`config.mk`:
```
export PLATFORM = sky130hd
export DESIGN_NAME = uart_rx
export DESIGN_NICKNAME = d
export VERILOG_FILES = /design/src/rtl/uart_rx.sv
export SDC_FILE = /design/constraint.sdc
export NUM_CORES = 1
export LEC_CHECK = 0
export CAP_MARGIN = 5
export CORE_ASPECT_RATIO = 1.1
export CORE_MARGIN = 5
export CORE_UTILIZATION = 30
export CTS_BUF_LIST = sky130_fd_sc_hd__clkbuf_2
export DETAILED_ROUTE_END_ITERATION = 16
export GPL_TIMING_DRIVEN = 0
export SYNTH_ARGS = -nofsm -noshare
export SYNTH_HDL_FRONTEND = slang
export SYNTH_SLANG_ARGS = --single-unit
export TNS_END_PERCENT = 10
```
`constraint.sdc`:
```
create_clock -name clk -period 2.1 [get_ports clk]
set_input_delay 0.42 -clock clk [delete_from_list [all_inputs] [get_ports clk]]
set_output_delay 0.42 -clock clk [all_outputs]
set_load 0.05 [all_outputs]
```
`src/rtl/uart_rx.sv`:
```
// UART receiver: 2-flop synchronised rx, mid-bit sampling, MSB-first payload, ready/valid output.
// Optional even-parity bit enabled by defining UART_RX_PARITY_EN.
module uart_rx #(
    parameter int DATA      = 8,
    parameter int CLK_RATE  = 153600,
    parameter int BAUD_RATE = 9600
) (
    input  logic            clk,
    input  logic            rst,
    input  logic            rx,
    input  logic            rx_ready,
    output logic [DATA-1:0] rx_data,
    output logic            rx_valid,
    output logic            parity_err,
    output logic            frame_err,
    output logic            overrun_err,
    output logic            busy
);
    localparam int OS     = CLK_RATE / BAUD_RATE;
    localparam int TICK_W = (OS > 1) ? $clog2(OS) : 1;
    localparam int BIT_W  = $clog2(DATA + 1);

    localparam logic [TICK_W-1:0] TICK_MID  = TICK_W'(OS / 2 - 1);
    localparam logic [TICK_W-1:0] TICK_LAST = TICK_W'(OS - 1);
    localparam logic [BIT_W-1:0]  BIT_LAST  = BIT_W'(DATA - 1);

    typedef enum logic [2:0] {
        S_IDLE,
        S_START,
        S_DATA,
`ifdef UART_RX_PARITY_EN
        S_PARITY,
`endif
        S_STOP
    } state_t;

    state_t            state_q, state_d;
    logic              sync1_q, sync1_d;
    logic              sync2_q, sync2_d;
    logic              armed_q, armed_d;
    logic [TICK_W-1:0] tick_q, tick_d;
    logic [BIT_W-1:0]  bit_q, bit_d;
    logic [DATA-1:0]   shift_q, shift_d;
    logic [DATA-1:0]   data_q, data_d;
    logic              valid_q, valid_d;
    logic              ferr_q, ferr_d;
    logic              oerr_q, oerr_d;
    logic              busy_q, busy_d;
`ifdef UART_RX_PARITY_EN
    logic              par_chk_q, par_chk_d;
    logic              perr_q, perr_d;
`endif
    logic              rx_s;

    assign rx_s = sync2_q;

    always_comb begin
        sync1_d  = rx;
        sync2_d  = sync1_q;
        state_d  = state_q;
        armed_d  = armed_q;
        tick_d   = tick_q + 1'b1;
        bit_d    = bit_q;
        shift_d  = shift_q;
        data_d   = data_q;
        valid_d  = valid_q;
        ferr_d   = 1'b0;
        oerr_d   = 1'b0;
`ifdef UART_RX_PARITY_EN
        par_chk_d = par_chk_q;
        perr_d    = perr_q;
`endif

        if (rx_s) begin
            armed_d = 1'b1;
        end
        // Accept clears first so a same-cycle load below overrides it.
        if (valid_q && rx_ready) begin
            valid_d = 1'b0;
        end

        case (state_q)
            S_IDLE: begin
                tick_d = '0;
                bit_d  = '0;
                if (!rx_s && armed_q) begin
                    state_d = S_START;
                end
            end
            S_START: begin
                if (tick_q == TICK_MID) begin
                    tick_d  = '0;
                    state_d = rx_s ? S_IDLE : S_DATA;
                end
            end
            S_DATA: begin
                if (tick_q == TICK_LAST) begin
                    tick_d  = '0;
                    shift_d = {shift_q[DATA-2:0], rx_s};
                    bit_d   = bit_q + 1'b1;
                    if (bit_q == BIT_LAST) begin
`ifdef UART_RX_PARITY_EN
                        state_d = S_PARITY;
`else
                        state_d = S_STOP;
`endif
                    end
                end
            end
`ifdef UART_RX_PARITY_EN
            S_PARITY: begin
                if (tick_q == TICK_LAST) begin
                    tick_d    = '0;
                    par_chk_d = (^shift_q) ^ rx_s;
                    state_d   = S_STOP;
                end
            end
`endif
            S_STOP: begin
                if (tick_q == TICK_LAST) begin
                    tick_d  = '0;
                    state_d = S_IDLE;
                    if (rx_s) begin
                        if (!valid_q || rx_ready) begin
                            valid_d = 1'b1;
                            data_d  = shift_q;
`ifdef UART_RX_PARITY_EN
                            perr_d  = par_chk_q;
`endif
                        end else begin
                            oerr_d = 1'b1;
                        end
                    end else begin
                        // Line is stuck low: wait for it to go high before rearming.
                        ferr_d  = 1'b1;
                        armed_d = 1'b0;
                    end
                end
            end
            default: begin
                state_d = S_IDLE;
            end
        endcase

        busy_d = (state_d != S_IDLE);
    end

    always_ff @(posedge clk or posedge rst) begin
        if (rst) begin
            state_q   <= S_IDLE;
            sync1_q   <= 1'b1;
            sync2_q   <= 1'b1;
            armed_q   <= 1'b1;
            tick_q    <= '0;
            bit_q     <= '0;
            shift_q   <= '0;
            data_q    <= '0;
            valid_q   <= 1'b0;
            ferr_q    <= 1'b0;
            oerr_q    <= 1'b0;
            busy_q    <= 1'b0;
`ifdef UART_RX_PARITY_EN
            par_chk_q <= 1'b0;
            perr_q    <= 1'b0;
`endif
        end else begin
            state_q   <= state_d;
            sync1_q   <= sync1_d;
            sync2_q   <= sync2_d;
            armed_q   <= armed_d;
            tick_q    <= tick_d;
            bit_q     <= bit_d;
            shift_q   <= shift_d;
            data_q    <= data_d;
            valid_q   <= valid_d;
            ferr_q    <= ferr_d;
            oerr_q    <= oerr_d;
            busy_q    <= busy_d;
`ifdef UART_RX_PARITY_EN
            par_chk_q <= par_chk_d;
            perr_q    <= perr_d;
`endif
        end
    end

    assign rx_data     = data_q;
    assign rx_valid    = valid_q;
    assign frame_err   = ferr_q;
    assign overrun_err = oerr_q;
    assign busy        = busy_q;
`ifdef UART_RX_PARITY_EN
    assign parity_err  = perr_q;
`else
    assign parity_err  = 1'b0;
`endif

endmodule

```
**Word level (Yosys, flattened, before mapping)**

Index checks and enable logic that the tools add are counted.

- Add/subtract/negate cells: 2
- Multiply operators: 0
- Div/mod/pow operators: 0
- Magnitude comparators: 0
- Equality and inequality tests: 7
- Shift operators: 0
- Mux-type cells: 28
- Bitwise gates (word level): 0
- Reductions and logical operators: 12

Operators by type and width:

| cell | count |
|---|---|
| 1-bit 2-to-1 mux | 16 |
| 3-bit 2-to-1 mux | 5 |
| 4-bit 2-to-1 mux | 3 |
| 3-bit one-hot mux with 4 select lines | 1 |
| 4-bit one-hot mux with 3 select lines | 1 |
| 4-bit by 1-bit adder with 4-bit output, second input constant | 2 |
| 4-bit by 3-bit == test with 1-bit output, second input constant | 2 |
| 4-bit one-hot mux with 2 select lines | 1 |
| 3-bit by 2-bit == test with 1-bit output, second input constant | 2 |
| 4-bit == test, second input constant | 1 |
| 2-bit AND reduction | 2 |
| 4-bit AND reduction | 1 |
| 3-bit by 1-bit == test with 1-bit output, second input constant | 1 |
| 3-bit logical NOT | 1 |
| 3-bit nonzero test | 1 |
| 1-bit logical AND | 2 |
| 1-bit logical NOT | 2 |
| 2-bit 2-to-1 mux | 1 |
| 2-bit != test, second input constant | 1 |
| 2-bit nonzero test | 1 |
| 2-bit OR reduction | 1 |
| 1-bit logical OR | 1 |

- Register bits after elaboration: 34
- Latch bits: 0
- Memory bits (writable): 0
- ROM bits: 0
- Input bits: 4
- Output and inout port bits: 13
- Logic and storage cells: 61
- Memories: 0

**Logic depth before layout (Yosys ltp)**

- Depth in word-level cells: 6
- Depth in mapped cells: 6
- Depth with buffers taken out: 4

**Least setup slack after synthesis**

OpenSTA, ideal clock, no wires.

- Path type: register to register
- Start point: register tick_q[0]
- End point: register data_q[0], in the netlist rx_data[0]
- Setup time: 125 ps
- Data arrival time: 1525 ps
- Data required time: 1975 ps
- Setup slack: 450 ps
- Cell stages (with the launch flop): 7
- Path buffers: 2
- Clock period less this slack: 1650 ps
- Cells stage by stage: dfrtp_1 ha_1 and3_4 buf_6 and4b_1 buf_6 mux2_4

- Longest elaborated chain between the ends: 2

RTL lines:

| what | RTL line | text |
|---|---|---|
| start, declared | 41 | `logic [TICK_W-1:0] tick_q, tick_d;` |
| start signal, assigned | 171 | `tick_q <= tick_d;` |
| 4-bit == test | 120 | `if (tick_q == TICK_LAST) begin` |
| 4-bit AND reduction (no source line) | - |  |
| end signal, assigned | 174 | `data_q <= data_d;` |
| end, declared | 44 | `logic [DATA-1:0] data_q, data_d;` |

No other way between the ends.
A chain may end at the register's enable or synchronous reset.

**Worst setup path in the final report**

- Start point: register valid_q, in the netlist rx_valid
- End point: output rx_valid

RTL lines:

| what | RTL line | text |
|---|---|---|
| start, declared | 45 | `logic valid_q, valid_d;` |
| start signal, assigned | 175 | `valid_q <= valid_d;` |
| end, declared | 13 | `output logic rx_valid,` |

No word-level cell between the ends.

==> impl_metrics.py <==
metrics = {
    "synth": {
        "synth-seq-cells": 34,
        "ys_warn_count": 0,
        "yosys.area.top_type": "dfrtp_1",
        "synth_area_sq_um": 1510,
        "synthCells": 116,
        "yosysTopAreaCellShare": 0.514,
        "ys_seq_area_frac": 0.566,
        "yosys-top-cells-area": "dfrtp_1 51%, mux2_4 8.0%, mux2_1 6.0%",
        "syn_area_per_cell_sq_um": 13.0,
        "synth_cell_types": 38,
    },
    "power": {
        "p_leak_nw": 0.853,
        "total_power_mw": 1.13,
        "power_density_nw_per_um2": 638,
        "ir_worst_vdd_uv": 379,
    },
    "timing": {
        "setup_viol": 0,
        "timing.setup.tns_ps": 0,
        "post-route-min-period_ps": 1970,
        "rsz0062_at_grt": "false",
        "setup_slack_ps": 132,
        "finClkSkew_ps": 14.3,
        "slew_viol_final": 0,
        "timing.fmax_mhz": 508,
        "tightest_slew_ps": 683,
        "finalHoldViolCount": 0,
        "fin_crit_sh": 0.937,
        "relSlewSlack": 0.544,
    },
    "layout": {
        "final_common_cell": "dfrtp_1",
        "final_cell_mix": "31 x dfrtp_1, 15 x clkdlybuf4s50_1, 8 x mux2_4, 8 x mux2_1, 7 x clkbuf_2",
        "drive_above_1_share": 0.200,
        "area_growth_pct": 17.6,
        "antennaDiodeCount": 0,
        "final_cell_area_sq_um": 1770,
        "ff_latch_area_sq_um": 855,
        "fin_nets": 145,
        "multi_input_area_sq_um": 588,
        "fillers": 495,
        "final_core_util": 0.360,
    },
    "setup_path": {
        "r2r_cells": 6,
        "path_cells": "clkdlybuf4s50_1",
        "slowest_stage": "clkdlybuf4s50_1",
        "arrival_ps": 1550,
        "crit_buf_inv": 1,
        "max_stage_delay_ps": 810,
        "crit_path_start_kind": "register",
        "end_kind": "primary output",
        "rrSetupSlack_ps": 350,
        "crit_required_ps": 1680,
        "cp_max_fo": 2,
        "path_delay_family": "buffers and inverters",
        "reg2reg_from": "tick_q[0]",
        "worstSetupPathType": "reg -> out",
        "r2r_end": "rx_data[6]",
    },
    "routing": {
        "wl_per_cell_um": 11.9,
        "drc": 0,
        "dr.first_iter.drc_count": 22,
        "via_count": 901,
        "wl_um": 2360,
        "drt_pass1_iterations": 3,
        "postRouteAntennaNets": 0,
        "vias_per_cell": 4.55,
    },
    "clocking": {
        "cts_tree": "yes",
        "cts_buffers": 5,
        "ctsHoldBuffers": 0,
        "cts_root_buffer": "clkbuf_2",
        "post_cts_resized": 0,
        "cts.clk_slew.worst_paths_ps": 160,
        "h-tree-depth": 2,
        "clock_sinks": 34,
        "clock_latency_ps": 360,
        "post_cts_buffers": 0,
        "clockBufferDepth": 2,
    },
    "die": {
        "core_area_sq_um": 4930,
        "rows": 27,
        "start_util": 0.306,
        "fp.dieArea_sq_um": 6550,
        "die_h_um": 84.4,
        "num_io_pins": 17,
        "die_w_um": 77.6,
    },
    "hold_path": {
        "min_path_cells": 0,
        "hold_end": "rx_s",
        "hold_class": "reg -> reg",
        "holdCritStartpoint": "sync1_q",
    },
    "placed_design": {
        "port_buffers": 15,
        "detailed_place.area_sq_um": 1740,
        "gp_congestion": 0.762,
        "post-dp-hpwl_um": 1650,
        "preCtsSetupSlack_ps": 148,
    },
    "run_status": {
        "outcome": "complete, no violations",
    },
    "grt": {
        "antenna_found_initial": 0,
        "grt_max_degree": 35,
        "grt_overflow": 0,
        "track_usage": 0.0796,
        "grt_pass1_wl_um": 4200,
        "grt_pass1_vias": 946,
    },
    "flow_run": {
        "drv_cap": 0,
    },
}
state kept, by name (all words and copies together) (netlist names):
signal       count
state_q          3
rx_data          8
overrun_err      1
rx_s             1
busy             1
rx_valid         1
bit_q            4
sync1_q          1
shift_q          8
tick_q           4
armed_q          1
frame_err        1
power breakdown:
group          switching, mW  leakage (nW)  internal (mW)  total [mW]
Clock                  0.206        0.0304         0.0820       0.288
Sequential            0.0299         0.456          0.687       0.717
Combinational         0.0711         0.367         0.0559       0.127
cells in the mapped netlist:
cell type / n
o21a_1: 1
conb_1: 1
mux2_4: 8
o221ai_1: 1
nand2b_1: 3
dfrtp_1: 31
buf_2: 1
nor2_1: 4
dfstp_2: 3
ha_1: 2
a21o_1: 2
nand4_1: 1
inv_1: 3
clkbuf_2: 1
o22ai_1: 1
and3_4: 1
and3_1: 2
xor2_1: 3
and4b_1: 1
a211oi_1: 1
a221oi_1: 1
nand3_1: 6
nand2_2: 1
buf_6: 3
nand3b_1: 1
o21ai_0: 2
nor2b_1: 4
o32ai_1: 1
buf_4: 1
mux2i_1: 4
and2_1: 1
clkbuf_1: 2
mux2_1: 8
nand2_1: 5
a21oi_1: 1
or3_1: 1
nor3b_2: 1
nor3b_1: 2
worst max path at each step:
stage	startpoint	to	slack, ps	cells past startpoint
finish	rx_valid	rx_valid	130	1
global route	rx_data[7]	rx_data[7]	20	1
CTS	rx_data[2]	rx_data[2]	90	1
detailed placement	rst	rx_data[7]	150	2
global placement	rst	rx_data[5]	200	2
floorplan	tick_q[0]	rx_data[0]	450	6
layer usage:
metal  up-vias  part of all wire  GRT usage
met5         -                 0          0
met4         0             0.019     0.0328
met3         5             0.038     0.0333
met2        12              0.50      0.131
met1       442              0.45     0.0905
li1        442                 -          -
layout make-up:
type / instances / area share
inverters: 3 / 0.00635
flip-flops and latches: 34 / 0.482
repair buffers: 15 / 0.0846
multi-input cells: 72 / 0.331
clock inverters: 2 / 0.00494
plain buffers: 8 / 0.0331
well taps: 58 / 0.0409
clock buffers: 6 / 0.0169
kinds of logic after synthesis:
logic type,synth area share
compound gates,0.0514
buf+inv,0.0464
fa+ha+maj,0.0166
other cells,0.00249
mux,0.166
simple gates,0.134
xor+xnor,0.0174
flops,0.566
per-stage QoR:
stage | instances | hold WS [ps]
global route | 198 | 376
detailed placement | 190 | 348
CTS | 198 | 369
finish | 198 | 368
floorplan | 117 | 345
global placement | 190 | 346
(Power assumes the default switching activity.)
